File: config.mk
export PLATFORM = sky130hd
export DESIGN_NAME = platform_collision_scanner
export DESIGN_NICKNAME = d
export VERILOG_FILES = /design/src/rtl/game_pkg.sv /design/src/rtl/plat_collision_eval.sv /design/src/rtl/platform_collision_scanner.sv
export SDC_FILE = /design/constraint.sdc
export NUM_CORES = 1
export LEC_CHECK = 0
export ABC_AREA = 1
export ABC_CLOCK_PERIOD_IN_PS = 4600
export BUFFER_PORTS_ARGS = -buffer_cell sky130_fd_sc_hd__clkbuf_2
export CORE_MARGIN = 2
export CORE_UTILIZATION = 36
export CTS_CLUSTER_SIZE = 16
export DETAILED_ROUTE_END_ITERATION = 8
export PLACE_DENSITY_LB_ADDON = 0.05
export SKIP_CTS_REPAIR_TIMING = 1
export SYNTH_ARGS = -nofsm -noshare
export SYNTH_HDL_FRONTEND = slang
export SYNTH_HIERARCHICAL = 1
export SYNTH_SLANG_ARGS = --single-unit
File: constraint.sdc
create_clock -name clk -period 4.6 [get_ports clk]
set_clock_uncertainty 0.1 [all_clocks]
set_input_delay 0.69 -clock clk [delete_from_list [all_inputs] [get_ports clk]]
set_output_delay 0.69 -clock clk [all_outputs]
set_load 0.1 [all_outputs]
File: src/rtl/game_pkg.sv
// rtl/game_pkg.sv - shared collision codes, platform descriptor and screen bounds
//
// Purpose: constants and types shared by the platform collision scanner and
// its per-platform evaluator. No ports.
//
// COLL_* codes are ordered by priority: side > above > below > none.

package game_pkg;

  localparam logic [1:0] COLL_NONE  = 2'b00;
  localparam logic [1:0] COLL_BELOW = 2'b01;
  localparam logic [1:0] COLL_ABOVE = 2'b10;
  localparam logic [1:0] COLL_SIDE  = 2'b11;

  localparam int SCREEN_W_DEF = 1023;
  localparam int SCREEN_H_DEF = 767;

  // Platform ROM entry layout at the default 10-bit coordinate / 8-bit length widths.
  typedef struct packed {
    logic [9:0] x;
    logic [9:0] y;
    logic [7:0] len;
  } plat_desc_t;

  typedef enum logic [1:0] {
    ST_IDLE = 2'd0,
    ST_SCAN = 2'd1,
    ST_DONE = 2'd2
  } scan_state_t;

endpackage

File: src/rtl/plat_collision_eval.sv
// rtl/plat_collision_eval.sv - combinational collision test of one platform against the object
//
// Ports:
//   x_i, y_i    object left / top coordinate
//   w_i, h_i    object width / height
//   px_i, py_i  platform start x / collision y
//   len_i       platform length
//   code_o      2-bit collision code (COLL_SIDE > COLL_ABOVE > COLL_BELOW > COLL_NONE)
//
// All edge sums are one bit wider than a coordinate so they never wrap.

module plat_collision_eval
  import game_pkg::*;
#(
  parameter int COORD_W = 10,
  parameter int SIZE_W  = 8
) (
  input  logic [COORD_W-1:0] x_i,
  input  logic [COORD_W-1:0] y_i,
  input  logic [SIZE_W-1:0]  w_i,
  input  logic [SIZE_W-1:0]  h_i,
  input  logic [COORD_W-1:0] px_i,
  input  logic [COORD_W-1:0] py_i,
  input  logic [SIZE_W-1:0]  len_i,
  output logic [1:0]         code_o
);

  localparam int S_W = COORD_W + 1;
  localparam int PAD = S_W - SIZE_W;

  logic [S_W-1:0] x_e, y_e, px_e, py_e;
  logic [S_W-1:0] x_end, y_end, p_end;
  logic           x_span, side, above, below;

  assign x_e   = {1'b0, x_i};
  assign y_e   = {1'b0, y_i};
  assign px_e  = {1'b0, px_i};
  assign py_e  = {1'b0, py_i};
  assign x_end = x_e + {{PAD{1'b0}}, w_i};
  assign y_end = y_e + {{PAD{1'b0}}, h_i};
  assign p_end = px_e + {{PAD{1'b0}}, len_i};

  // Horizontal extents touch or overlap (inclusive at both ends).
  assign x_span = (x_end >= px_e) && (x_e <= p_end);

  assign side  = ((x_e == p_end) || (x_end == px_e)) && (y_end >= py_e) && (y_e <= py_e);
  assign above = (y_end == py_e) && x_span;
  assign below = (y_e == py_e) && x_span;

  always_comb begin
    code_o = COLL_NONE;
    if (side)       code_o = COLL_SIDE;
    else if (above) code_o = COLL_ABOVE;
    else if (below) code_o = COLL_BELOW;
  end

endmodule

File: src/rtl/platform_collision_scanner.sv
// rtl/platform_collision_scanner.sv - sequential scan of a platform table for object collisions
//
// Walks N_PLAT table entries, one per clock, OR-ing per-platform collision
// codes and recording the lowest colliding index. Optional macro
// COLLISION_CLAMP_EN clamps the latched object position to the screen and
// adds the clamp_x / clamp_y outputs.
//
// Ports:
//   clk, rst                  clock, asynchronous active-high reset
//   start                     request pulse, accepted only when idle
//   obj_x, obj_y, obj_w, obj_h object box, sampled on an accepted start
//   plat_idx                  table address driven to the platform ROM
//   plat_x, plat_y, plat_len  combinational ROM data for plat_idx
//   busy                      scan in progress
//   done                      one-cycle pulse, result valid
//   result                    OR-ed collision code
//   hit_valid, hit_idx        any hit / lowest colliding index
//   clamp_x, clamp_y          clamped object position (COLLISION_CLAMP_EN only)

module platform_collision_scanner
  import game_pkg::*;
#(
  parameter int N_PLAT   = 16,
  parameter int COORD_W  = 10,
  parameter int SIZE_W   = 8,
  parameter int SCREEN_W = SCREEN_W_DEF,
  parameter int SCREEN_H = SCREEN_H_DEF,
  localparam int IDX_W   = (N_PLAT > 1) ? $clog2(N_PLAT) : 1
) (
  input  logic               clk,
  input  logic               rst,
  input  logic               start,
  input  logic [COORD_W-1:0] obj_x,
  input  logic [COORD_W-1:0] obj_y,
  input  logic [SIZE_W-1:0]  obj_w,
  input  logic [SIZE_W-1:0]  obj_h,
  output logic [IDX_W-1:0]   plat_idx,
  input  logic [COORD_W-1:0] plat_x,
  input  logic [COORD_W-1:0] plat_y,
  input  logic [SIZE_W-1:0]  plat_len,
  output logic               busy,
  output logic               done,
  output logic [1:0]         result,
  output logic               hit_valid,
  output logic [IDX_W-1:0]   hit_idx
`ifdef COLLISION_CLAMP_EN
  ,
  output logic [COORD_W-1:0] clamp_x,
  output logic [COORD_W-1:0] clamp_y
`endif
);

  if (N_PLAT < 1 || SIZE_W > COORD_W || SCREEN_W < 1 || SCREEN_H < 1) begin : g_bad_param
    $error("platform_collision_scanner: illegal parameter combination");
  end

  localparam logic [IDX_W-1:0] LAST_IDX = IDX_W'(N_PLAT - 1);

  scan_state_t        state_q, state_d;
  logic [COORD_W-1:0] obj_x_q, obj_x_d, obj_y_q, obj_y_d;
  logic [SIZE_W-1:0]  obj_w_q, obj_w_d, obj_h_q, obj_h_d;
  logic [IDX_W-1:0]   idx_q, idx_d;
  logic [1:0]         acc_q, acc_d;
  logic               acc_hit_q, acc_hit_d;
  logic [IDX_W-1:0]   acc_idx_q, acc_idx_d;
  logic [1:0]         result_q, result_d;
  logic               hit_valid_q, hit_valid_d;
  logic [IDX_W-1:0]   hit_idx_q, hit_idx_d;
  logic [COORD_W-1:0] x_in, y_in;
  logic [1:0]         code;
  logic               last;

  assign last = (idx_q == LAST_IDX);

`ifdef COLLISION_CLAMP_EN
  logic [COORD_W-1:0] clamp_x_q, clamp_x_d, clamp_y_q, clamp_y_d;
  logic [COORD_W:0]   x_end, y_end, x_fit, y_fit;
  localparam logic [COORD_W:0] SCR_W = (COORD_W+1)'(SCREEN_W);
  localparam logic [COORD_W:0] SCR_H = (COORD_W+1)'(SCREEN_H);

  // Overflow past the far edge pulls the object back flush to the bound;
  // a zero coordinate is nudged to 1.
  assign x_end = {1'b0, obj_x} + {{(COORD_W+1-SIZE_W){1'b0}}, obj_w};
  assign y_end = {1'b0, obj_y} + {{(COORD_W+1-SIZE_W){1'b0}}, obj_h};
  assign x_fit = SCR_W - {{(COORD_W+1-SIZE_W){1'b0}}, obj_w};
  assign y_fit = SCR_H - {{(COORD_W+1-SIZE_W){1'b0}}, obj_h};
  assign x_in  = (x_end > SCR_W) ? x_fit[COORD_W-1:0] :
                 (obj_x == '0)   ? COORD_W'(1) : obj_x;
  assign y_in  = (y_end > SCR_H) ? y_fit[COORD_W-1:0] :
                 (obj_y == '0)   ? COORD_W'(1) : obj_y;
`else
  assign x_in = obj_x;
  assign y_in = obj_y;
`endif

  plat_collision_eval #(
    .COORD_W (COORD_W),
    .SIZE_W  (SIZE_W)
  ) u_eval (
    .x_i    (obj_x_q),
    .y_i    (obj_y_q),
    .w_i    (obj_w_q),
    .h_i    (obj_h_q),
    .px_i   (plat_x),
    .py_i   (plat_y),
    .len_i  (plat_len),
    .code_o (code)
  );

  // State register plus datapath registers.
  always_ff @(posedge clk or posedge rst) begin
    if (rst) begin
      state_q     <= ST_IDLE;
      obj_x_q     <= '0;
      obj_y_q     <= '0;
      obj_w_q     <= '0;
      obj_h_q     <= '0;
      idx_q       <= '0;
      acc_q       <= COLL_NONE;
      acc_hit_q   <= 1'b0;
      acc_idx_q   <= '0;
      result_q    <= COLL_NONE;
      hit_valid_q <= 1'b0;
      hit_idx_q   <= '0;
`ifdef COLLISION_CLAMP_EN
      clamp_x_q   <= '0;
      clamp_y_q   <= '0;
`endif
    end else begin
      state_q     <= state_d;
      obj_x_q     <= obj_x_d;
      obj_y_q     <= obj_y_d;
      obj_w_q     <= obj_w_d;
      obj_h_q     <= obj_h_d;
      idx_q       <= idx_d;
      acc_q       <= acc_d;
      acc_hit_q   <= acc_hit_d;
      acc_idx_q   <= acc_idx_d;
      result_q    <= result_d;
      hit_valid_q <= hit_valid_d;
      hit_idx_q   <= hit_idx_d;
`ifdef COLLISION_CLAMP_EN
      clamp_x_q   <= clamp_x_d;
      clamp_y_q   <= clamp_y_d;
`endif
    end
  end

  // Next-state logic.
  always_comb begin
    state_d = state_q;
    case (state_q)
      ST_IDLE: if (start) state_d = ST_SCAN;
      ST_SCAN: if (last)  state_d = ST_DONE;
      ST_DONE: state_d = ST_IDLE;
      default: state_d = ST_IDLE;
    endcase
  end

  // Datapath next values. The result registers load on the edge that enters
  // DONE, so they already hold the final scan result during the done pulse.
  always_comb begin
    obj_x_d     = obj_x_q;
    obj_y_d     = obj_y_q;
    obj_w_d     = obj_w_q;
    obj_h_d     = obj_h_q;
    idx_d       = idx_q;
    acc_d       = acc_q;
    acc_hit_d   = acc_hit_q;
    acc_idx_d   = acc_idx_q;
    result_d    = result_q;
    hit_valid_d = hit_valid_q;
    hit_idx_d   = hit_idx_q;
`ifdef COLLISION_CLAMP_EN
    clamp_x_d   = clamp_x_q;
    clamp_y_d   = clamp_y_q;
`endif
    case (state_q)
      ST_IDLE: begin
        if (start) begin
          obj_x_d   = x_in;
          obj_y_d   = y_in;
          obj_w_d   = obj_w;
          obj_h_d   = obj_h;
          idx_d     = '0;
          acc_d     = COLL_NONE;
          acc_hit_d = 1'b0;
          acc_idx_d = '0;
        end
      end
      ST_SCAN: begin
        acc_d = acc_q | code;
        if (code != COLL_NONE && !acc_hit_q) begin
          acc_hit_d = 1'b1;
          acc_idx_d = idx_q;
        end
        if (last) begin
          idx_d       = '0;
          result_d    = acc_d;
          hit_valid_d = acc_hit_d;
          hit_idx_d   = acc_idx_d;
`ifdef COLLISION_CLAMP_EN
          clamp_x_d   = obj_x_q;
          clamp_y_d   = obj_y_q;
`endif
        end else begin
          idx_d = idx_q + IDX_W'(1);
        end
      end
      default: ;
    endcase
  end

  // Outputs.
  always_comb begin
    busy      = (state_q == ST_SCAN);
    done      = (state_q == ST_DONE);
    plat_idx  = idx_q;
    result    = result_q;
    hit_valid = hit_valid_q;
    hit_idx   = hit_idx_q;
`ifdef COLLISION_CLAMP_EN
    clamp_x   = clamp_x_q;
    clamp_y   = clamp_y_q;
`endif
  end

endmodule
==> flow_summary.yaml, run 1 <==
placement:
  dpl_cell_area_mm2: 0.00513
  place_ws_ns: 0.815
  io_buffers: 79
  dp_hpwl_um: 9090
  placedCellCount: 878
  gp_congestion: 0.830
sta:
  setup_violations: 0
  setup_tns_ns: 0
  period_needed_ns: 3.60
  fmax_mhz: 278
  fin_crit_sh_pct: 78.2
  finalWorstSetupSlack_ns: 1.00
  finalMaxSlewViolations: 0
  rsz0062_at_grt: "false"
  slew-limit-headroom_pct: 54.3
  timing_hold_violations_final: 0
  tightest_slew_ns: 0.681
drt:
  detail-route-antenna-nets: 0
  avgRoutedWirePerCell_um: 12.5
  drt_iter0_markers: 190
  vias_per_cell: 4.57
  wirelength_um: 11100
  drc: 0
  dr.pass1.iters: 4
  num_vias: 4050
floorplanning:
  core_area_mm2: 0.0125
  die_area_mm2: 0.0136
  start_util_pct: 36.5
  rows: 41
  fp.dieW_um: 117
  die_h_um: 117
  ioPinCount: 80
layout:
  layout_commonest_cell: "nand2_1"
  n_antenna_cell: 0
  drive_above_1_share_pct: 15.4
  area_growth_pct: 16.7
  final_cells: 886
  finish.utilization_pct: 42.6
  fill_cells: 1367
  final_area_mm2: 0.00533
  nets: 848
  final_cell_mix: "250 x nand2_1, 84 x inv_1, 79 x clkbuf_2"
clocking:
  h-tree-depth: 2
  clock-sinks: 56
  clk_pin_slew_ns: 0.08
  clk_latency_ns: 0.31
  cts_buffer_depth: 2
  cts_root_buf: "clkbuf_16"
  cts_buffers: 5
  tritoncts: "done"
synthesis:
  ys_ff_latch: 56
  syn-num-nets: 768
  synthFlopType: "dfrtp_1"
  syn_avg_cell_area_um2: 7.21
  syn_inst: 633
  synth_edf_count: 0
  yosysWarningCount: 6
  syn_area_mm2: 0.00456
  ys_async_sr_fraction_pct: 100
  synth.distinct_cells: 33
  seq_area_frac_synth_pct: 30.7
worst_setup_path:
  cp_cell_sequence: "ha_1 -> inv_1 -> fa_1 -> nor3_1 -> nor2_1 -> xor2_1 -> ha_1 -> nand2_1 -> nor2_1 -> a31oi_1 -> nand2_1 -> nand2_1 -> nand2_1 -> nand3_1 -> nand2_1 -> o21ai_0 -> nand2_1 -> nand3_1 -> nand2_1"
  end_kind: "flop"
  r2r_slack_ns: 1.00
  required_ns: 4.69
  cp.arrival_ns: 3.68
  cpMostUsedCell: "nand2_1"
  crit_type: "flop to flop"
  rr_endpoint: "hit_idx[3]$_DFFE_PP0P_"
  crit_path_end: "hit_idx[3]$_DFFE_PP0P_"
  crit_path_top_delay_cell: "fa_1"
  startpoint: "obj_x_q[0]$_DFFE_PP0P_"
  worstSetupStartpointType: "flop"
  max_stage_delay_ns: 0.44
  ff2ff_path_depth: 19
  r2r_start: "obj_x_q[0]$_DFFE_PP0P_"
  cp_max_fo: 4
flow_run:
  maxCapViolCount: 0
global_route:
  antenna_found_initial: 0
  grt_overflow: 0
  grt_first_pass_wirelength_um: 18400
  grt_pass1_vias: 3937
  grtUsageTotal_pct: 17.4
  grt_max_degree: 40
pwr:
  cellPowerDensity_mw_per_mm2: 689
  vdd_ir_drop_max_mv: 0.381
  leakage_nw: 3.15
run_status:
  outcome: "completed"
min_path:
  hp-class: "input port to asynchronous set/reset pin"
[report_power, final]
part           total (W)  switching [W]  leakage, nW  internal (W)
logic            0.00230        0.00146         2.37      0.000839
clock network   0.000501       0.000186       0.0944      0.000314
registers       0.000865       0.000186        0.693      0.000679
total            0.00367        0.00184         3.15       0.00183
[worst max-delay path, delay by kind of cell, from the launching register on]
kind / cells / cell delay [ns]
AOI/OAI and AO/OA: 2 / 0.58
adders and majority gates: 3 / 0.99
xor gates and xnor gates: 1 / 0.19
and+or+nand+nor: 12 / 1.16
DFF: 1 / 0.38
buffers and inverters: 1 / 0.09
[per-layer routing]
| layer | track usage [%] | wire length, um | vias up | share of wire (%) |
|---|---|---|---|---|
| met2 | 30.3 | 5280 | 52 | 48 |
| met3 | 2.91 | 369 | 9 | 3.3 |
| met5 | 0 | 0 | - | 0 |
| li1 | - | - | 2153 | - |
| met4 | 4.55 | 191 | 0 | 1.7 |
| met1 | 22.3 | 5240 | 1836 | 47 |
[stage by stage]
step	power, W	hold WS, ns
4_1_cts	0.00373	0.370
2_1_floorplan	0.00265	0.349
5_1_grt	0.00410	0.399
3_3_place_gp	0.00317	0.359
3_5_place_dp	0.00320	0.366
6_report	0.00367	0.359
[how the worst min path moves through the flow]
stage | from | end | cells after the start
final | rst | obj_y_q[6]$_DFFE_PP0P_ | 2
after global placement | result[0]$_DFFE_PP0P_ | result[0]$_DFFE_PP0P_ | 2
after global routing | rst | obj_y_q[6]$_DFFE_PP0P_ | 2
after detailed placement | acc_idx_q[1]$_DFFE_PP0P_ | acc_idx_q[1]$_DFFE_PP0P_ | 2
after floorplan | acc_idx_q[0]$_DFFE_PP0P_ | acc_idx_q[0]$_DFFE_PP0P_ | 2
after CTS | rst | obj_y_q[6]$_DFFE_PP0P_ | 2
[cells by family (layout without fill, tap and decap cells)]
family / Yosys count / after routing / synth area share [%]
xor+xnor: 25 / 25 / 4.80
buf+inv: 98 / 179 / 8.66
simple gates: 325 / 325 / 28.8
fa+ha+maj: 68 / 68 / 19.1
flops: 56 / 56 / 30.7
compound gates: 61 / 61 / 7.95
[layout make-up]
cell class	count	area (um2)	area share [%]
clock inverter	3	68.8	1.29
multi-input combinational	479	2770	52.0
tap	172	215	4.04
inverter	90	338	6.34
clock buffer	5	125	2.35
sequential	56	1400	26.3
timing repair buffer	81	410	7.70
[flip-flops by register name (all words and copies together), names as in the netlist, 4 cells and up]
register / count
obj_x_q: 10
acc_idx_q: 4
plat_idx: 4
obj_h_q: 8
hit_idx: 4
obj_y_q: 10
obj_w_q: 8
[synth_stat cells (all sizes together) (2+ instances only)]
library cell  number  area, um2
nand3             34        180
a31oi              2       12.5
xnor2              9       78.8
fa                 3       60.1
buf                7       53.8
nor2              31        131
nand4              3       18.8
nand2            253        957
dfrtp             56       1400
ha                65        813
a21oi             29        156
o21bai             4       30.0
a21o               6       45.0
inv               90        338
o21ai             16       87.6
xor2              16        140
nor3               4       25.0
Power figures use the tool's default switching activity.
==> run 2: changes to the inputs <==
--- a/config.mk
+++ b/config.mk
@@ -6,7 +6,7 @@
 export NUM_CORES = 1
 export LEC_CHECK = 0
 export ABC_AREA = 1
-export ABC_CLOCK_PERIOD_IN_PS = 4600
+export ABC_CLOCK_PERIOD_IN_PS = 3200
 export BUFFER_PORTS_ARGS = -buffer_cell sky130_fd_sc_hd__clkbuf_2
 export CORE_MARGIN = 2
 export CORE_UTILIZATION = 36
==> constraint.sdc (replaced) <==
create_clock -name clk -period 3.2 [get_ports clk]
set_clock_uncertainty 0.1 [all_clocks]
set_input_delay 0.48 -clock clk [delete_from_list [all_inputs] [get_ports clk]]
set_output_delay 0.48 -clock clk [all_outputs]
set_load 0.1 [all_outputs]
==> run 2 against run 1 <==
Cell count rose by 2.9%; count of clock-buffer cells in the layout unchanged; global-route usage increased by 0.94 points; setup slack got worse by 0.93 ns; design area is 6.5% higher; register-to-register slack worse by 0.93 ns; total power grew 50%; via count grew 2.8%; critical endpoint unchanged; largest cell class unchanged.
==> flow_summary.yaml, run 2 (synthesis gave the netlist of run 1 again) <==
worst_setup_path:
  path_delay_family: "simple AND/OR/NAND/NOR gates"
  crit_buf_inv: 2
  cp.arrival_ns: 3.23
  required_ns: 3.30
  cp_max_fo: 4
  crit_path_top_delay_cell: "fa_2"
  worstSetupStartpointType: "flop"
  end_kind: "flop"
  max_stage_delay_ns: 0.40
  cp_cell_sequence: "ha_2 -> inv_1 -> fa_2 -> nor3_2 -> nor2_1 -> xor2_1 -> ha_1 -> nand2_2 -> nor2_1 -> nand4_1 -> a21o_1 -> nand2_1 -> nand3_2 -> nand2_2 -> inv_1 -> nand2_2 -> nand3_1 -> nand3_1 -> nand2_1"
  cpMostUsedCell: "nand2_2"
  crit_type: "flop to flop"
drt:
  avgRoutedWirePerCell_um: 12.8
  drc: 0
  drt_iter0_markers: 169
  vias_per_cell: 4.57
  dr.pass1.iters: 4
  num_vias: 4165
  wirelength_um: 11700
  detail-route-antenna-nets: 0
run_status:
  outcome: "completed"
global_route:
  grt_first_pass_wirelength_um: 19400
  grt_overflow: 0
  grt_pass1_vias: 4136
  antenna_found_initial: 0
  grt_max_degree: 57
  grtUsageTotal_pct: 18.3
placement:
  place_ws_ns: -0.223
  placedCellCount: 900
  gp_congestion: 0.787
  io_buffers: 79
  dp_hpwl_um: 9100
clocking:
  cts_buffers: 5
  clk_latency_ns: 0.31
  clock-sinks: 56
  cts_buffer_depth: 2
  h-tree-depth: 2
  tritoncts: "done"
  clk_pin_slew_ns: 0.08
  cts_root_buf: "clkbuf_16"
pwr:
  cellPowerDensity_mw_per_mm2: 972
  vdd_ir_drop_max_mv: 0.824
  intPower_w: 0.00273
  p_comb_share_pct: 66.6
  p_switching_w: 0.00279
  swShare_pct: 50.5
  p_seq_share_pct: 23.0
  clkPwrFrac_pct: 10.4
  leakage_nw: 3.25
floorplanning:
  fp.dieW_um: 117
  die_area_mm2: 0.0136
  core_area_mm2: 0.0125
  rows: 41
  start_util_pct: 36.5
  ioPinCount: 80
  die_h_um: 117
sta:
  finalMaxSlewViolations: 0
  slew-limit-headroom_pct: 54.8
  setup_violations: 0
  tightest_slew_ns: 0.673
  timing_hold_violations_final: 0
  fmax_mhz: 320
  period_needed_ns: 3.13
  fin_crit_sh_pct: 97.8
  finalWorstSetupSlack_ns: 0.0715
  rsz0062_at_grt: "true"
  holdWs_ns: 0.111
layout:
  drive_above_1_share_pct: 23.9
  n_antenna_cell: 0
  layout_commonest_cell: "nand2_1"
  final_cells: 912
  nets: 874
  final_cell_mix: "238 x nand2_1, 82 x inv_1, 79 x clkbuf_2"
  top_regs: "obj_x_q: 10 flops, obj_y_q: 10 flops"
  area_growth_pct: 24.3
  finish.utilization_pct: 45.3
  fill_cells: 1324
min_path:
  hp-class: "input port to asynchronous set/reset pin"
flow_run:
  maxCapViolCount: 0
## run 2: cell types whose count changed in the layout (fill, tap and decap cells not counted), moves of 6 or more
cell,change
buf_4,+24
ha_1,-9
ha_4,+6
nand2_1,-12
nand2_2,+12
nand3_1,-6
nand3_2,+6
## run 2: routing by layer
layer,GRT usage (%),routed length (um),vias up
li1,-,-,2204
met1,23.8,5530,1900
met2,32.4,5700,54
met3,2.65,315,7
met4,4.00,112,0
met5,0,0,-
## run 2: metrics by stage
step                power (W)  area (um2)  TNS [ns]
floorplan             0.00381        4560         0
global placement      0.00460        5310    -0.879
detailed placement    0.00466        5310     -1.85
CTS                   0.00528        5460    -0.523
global route          0.00616        5670     -1.57
finish                0.00551        5670         0
## run 2: worst register-to-register path, stage by stage, from the launching register on
cell	delay, ns
dfrtp_1	0.37
ha_2	0.19
inv_1	0.06
fa_2	0.40
nor3_2	0.18
nor2_1	0.07
xor2_1	0.14
ha_1	0.31
nand2_2	0.08
nor2_1	0.15
nand4_1	0.11
a21o_1	0.17
nand2_1	0.08
nand3_2	0.10
nand2_2	0.08
inv_1	0.07
nand2_2	0.13
nand3_1	0.11
nand3_1	0.11
nand2_1	0.05
## run 2: final timing paths
kind	start	endpoint	slack, ns	cells past startpoint
min	rst	result[0]$_DFFE_PP0P_	0.11	3
max	obj_w_q[0]$_DFFE_PP0P_	hit_idx[3]$_DFFE_PP0P_	0.07	19
max reg2reg	obj_w_q[0]$_DFFE_PP0P_	hit_idx[3]$_DFFE_PP0P_	0.07	19
min reg2reg	hit_valid$_DFFE_PP0P_	hit_valid$_DFFE_PP0P_	0.38	2
max in group asynchronous	rst	obj_y_q[1]$_DFFE_PP0P_	2.61	3
min in group clk	obj_h[7]	obj_h_q[7]$_DFFE_PP0P_	0.26	3
## run 2: power groups by stage
stage               logic (W)  registers (W)  clock network [W]
floorplan             0.00234        0.00147                  0
global placement      0.00335        0.00125                  0
detailed placement    0.00341        0.00125                  0
CTS                   0.00344        0.00124           0.000602
global route          0.00421        0.00131           0.000629
finish                0.00367        0.00127           0.000572
## run 2: cell type report
cell class | count | area [um2] | area share (%)
timing repair buffer | 107 | 622 | 11.0
clock inverter | 3 | 22.5 | 0.397
clock buffer | 5 | 125 | 2.21
multi-input combinational | 479 | 2950 | 52.0
inverter | 90 | 338 | 5.95
sequential | 56 | 1400 | 24.7
tap | 172 | 215 | 3.79
==> run 3: changes to the inputs <==
--- a/config.mk
+++ b/config.mk
@@ -7,11 +7,11 @@
 export LEC_CHECK = 0
 export ABC_AREA = 1
 export ABC_CLOCK_PERIOD_IN_PS = 3200
-export BUFFER_PORTS_ARGS = -buffer_cell sky130_fd_sc_hd__clkbuf_2
 export CORE_MARGIN = 2
 export CORE_UTILIZATION = 36
 export CTS_CLUSTER_SIZE = 16
 export DETAILED_ROUTE_END_ITERATION = 8
+export DONT_BUFFER_PORTS = 1
 export PLACE_DENSITY_LB_ADDON = 0.05
 export SKIP_CTS_REPAIR_TIMING = 1
 export SYNTH_ARGS = -nofsm -noshare
==> run 3 against run 2 <==
Critical path type unchanged; cell count decreased by 7.9%; largest power group unchanged; setup slack worse by 0.012 ns; maximum frequency decreased by 0.38%.
==> flow_summary.yaml, run 3 (synthesis gave the netlist of run 1 again) <==
run_status:
  outcome: "completed"
clocking:
  clk_latency_ns: 0.31
  h-tree-depth: 2
  cts_root_buf: "clkbuf_16"
  cts_buffer_depth: 2
  tritoncts: "done"
  clock-sinks: 56
  clk_pin_slew_ns: 0.08
  cts_buffers: 5
pwr:
  intPower_w: 0.00273
  vdd_ir_drop_max_mv: 0.438
  leakage_nw: 2.97
  clkPwrFrac_pct: 10.4
  p_seq_share_pct: 24.3
  p_switching_w: 0.00281
  swShare_pct: 50.8
  cellPowerDensity_mw_per_mm2: 1030
  p_comb_share_pct: 65.3
worst_setup_path:
  crit_type: "flop to flop"
  end_kind: "flop"
  max_stage_delay_ns: 0.38
  worstSetupStartpointType: "flop"
  required_ns: 3.29
  cpMostUsedCell: "nand2_1"
  rr_endpoint: "hit_idx[0]$_DFFE_PP0P_"
  cp.arrival_ns: 3.23
  r2r_slack_ns: 0.06
  cp_max_fo: 4
  cp_cell_sequence: "ha_2 -> inv_2 -> fa_2 -> o21ai_2 -> nand2_1 -> nand2_2 -> xor2_1 -> ha_1 -> a21o_1 -> a31oi_1 -> nand2_1 -> nand2_1 -> nand2_2 -> nand3_2 -> nand2_2 -> o21ai_2 -> buf_6 -> nand2_4 -> nand3_2 -> nand2_1"
  crit_path_top_delay_cell: "dfrtp_1"
  startpoint: "obj_w_q[0]$_DFFE_PP0P_"
  crit_path_end: "hit_idx[0]$_DFFE_PP0P_"
  r2r_start: "obj_w_q[0]$_DFFE_PP0P_"
  ff2ff_path_depth: 20
drt:
  num_vias: 3969
  dr.pass1.iters: 4
  drt_iter0_markers: 184
  detail-route-antenna-nets: 0
  vias_per_cell: 4.73
  wirelength_um: 11600
  avgRoutedWirePerCell_um: 13.9
  drc: 0
floorplanning:
  start_util_pct: 36.5
  die_h_um: 117
  ioPinCount: 80
  fp.dieW_um: 117
  core_area_mm2: 0.0125
  rows: 41
  die_area_mm2: 0.0136
global_route:
  grt_overflow: 0
  grt_pass1_vias: 4011
  grt_max_degree: 57
  grt_first_pass_wirelength_um: 19200
  antenna_found_initial: 0
  grtUsageTotal_pct: 18.2
sta:
  setup_violations: 0
  timing_hold_violations_final: 0
  rsz0062_at_grt: "true"
  slew-limit-headroom_pct: 38.1
  finalMaxSlewViolations: 0
  period_needed_ns: 3.14
  tightest_slew_ns: 0.928
  fin_crit_sh_pct: 98.1
  holdWs_ns: 0.0132
  fmax_mhz: 318
layout:
  finish.utilization_pct: 42.9
  final_cell_mix: "236 x nand2_1, 81 x inv_1, 60 x ha_1"
  top_regs: "obj_x_q: 10 flops, obj_y_q: 10 flops"
  final_cells: 840
  drive_above_1_share_pct: 16.8
  regArea_mm2: 0.00140
  layout_commonest_cell: "nand2_1"
  area_growth_pct: 17.7
  final_area_mm2: 0.00537
  nets: 802
  fill_cells: 1377
  multiInputGateArea_mm2: 0.00299
  n_antenna_cell: 0
min_path:
  hp-class: "input port to asynchronous set/reset pin"
placement:
  placedCellCount: 830
  gp_congestion: 0.815
  dpl_cell_area_mm2: 0.00498
  dp_hpwl_um: 9090
  io_buffers: 0
flow_run:
  maxCapViolCount: 0
run 3: routing by layer:
layer	part of all wire [%]	routed length [um]	GRT usage (%)	up-vias
met3	3.6	415	3.11	5
li1	-	-	-	2062
met2	49	5740	32.1	54
met5	0	0	0	-
met1	46	5400	23.5	1848
met4	0.70	82	4.00	0
run 3: cell type report:
| type | count | share of cell area [%] |
|---|---|---|
| clock buffers | 5 | 2.33 |
| inverters | 90 | 6.29 |
| flip-flops and latches | 56 | 26.1 |
| well taps | 172 | 4.01 |
| multi-input cells | 479 | 55.6 |
| clock inverters | 3 | 0.419 |
| repair buffers | 35 | 5.20 |
run 3: worst min-delay path by stage:
stage,to,cells past startpoint,slack [ns],from
detailed placement,obj_x_q[3]$_DFFE_PP0P_,2,0.37,rst
CTS,result[1]$_DFFE_PP0P_,2,0.03,rst
global placement,result[0]$_DFFE_PP0P_,2,0.36,rst
global route,obj_x_q[4]$_DFFE_PP0P_,2,0.04,rst
floorplan,acc_idx_q[0]$_DFFE_PP0P_,2,0.35,acc_idx_q[0]$_DFFE_PP0P_
finish,obj_x_q[4]$_DFFE_PP0P_,2,0.01,rst
run 3: through the flow:
step	setup slack, ns	setup TNS, ns	total power [W]
final	0.0595	0	0.00554
after global routing	-0.221	-2.07	0.00621
after CTS	-0.0682	-0.469	0.00538
after detailed placement	-0.114	-0.879	0.00476
after global placement	-0.0667	-0.458	0.00471
after floorplan	0.0639	0	0.00381
run 3: power by group through the flow:
stage / clock network [W] / registers, W / logic, W
6_report: 0.000578 / 0.00135 / 0.00362
5_1_grt: 0.000629 / 0.00139 / 0.00419
4_1_cts: 0.000605 / 0.00133 / 0.00344
3_5_place_dp: 0 / 0.00134 / 0.00342
3_3_place_gp: 0 / 0.00134 / 0.00337
2_1_floorplan: 0 / 0.00147 / 0.00234
run 3: worst max-delay path, delay by kind of cell, from the launching register on:
family | cells | cell delay [ns]
adder cells (fa/ha/maj) | 3 | 0.85
AND/OR/NAND/NOR | 10 | 0.71
buffers and inverters | 2 | 0.20
AO/OA/AOI/OAI | 4 | 0.60
flip-flops | 1 | 0.38
XOR/XNOR | 1 | 0.16
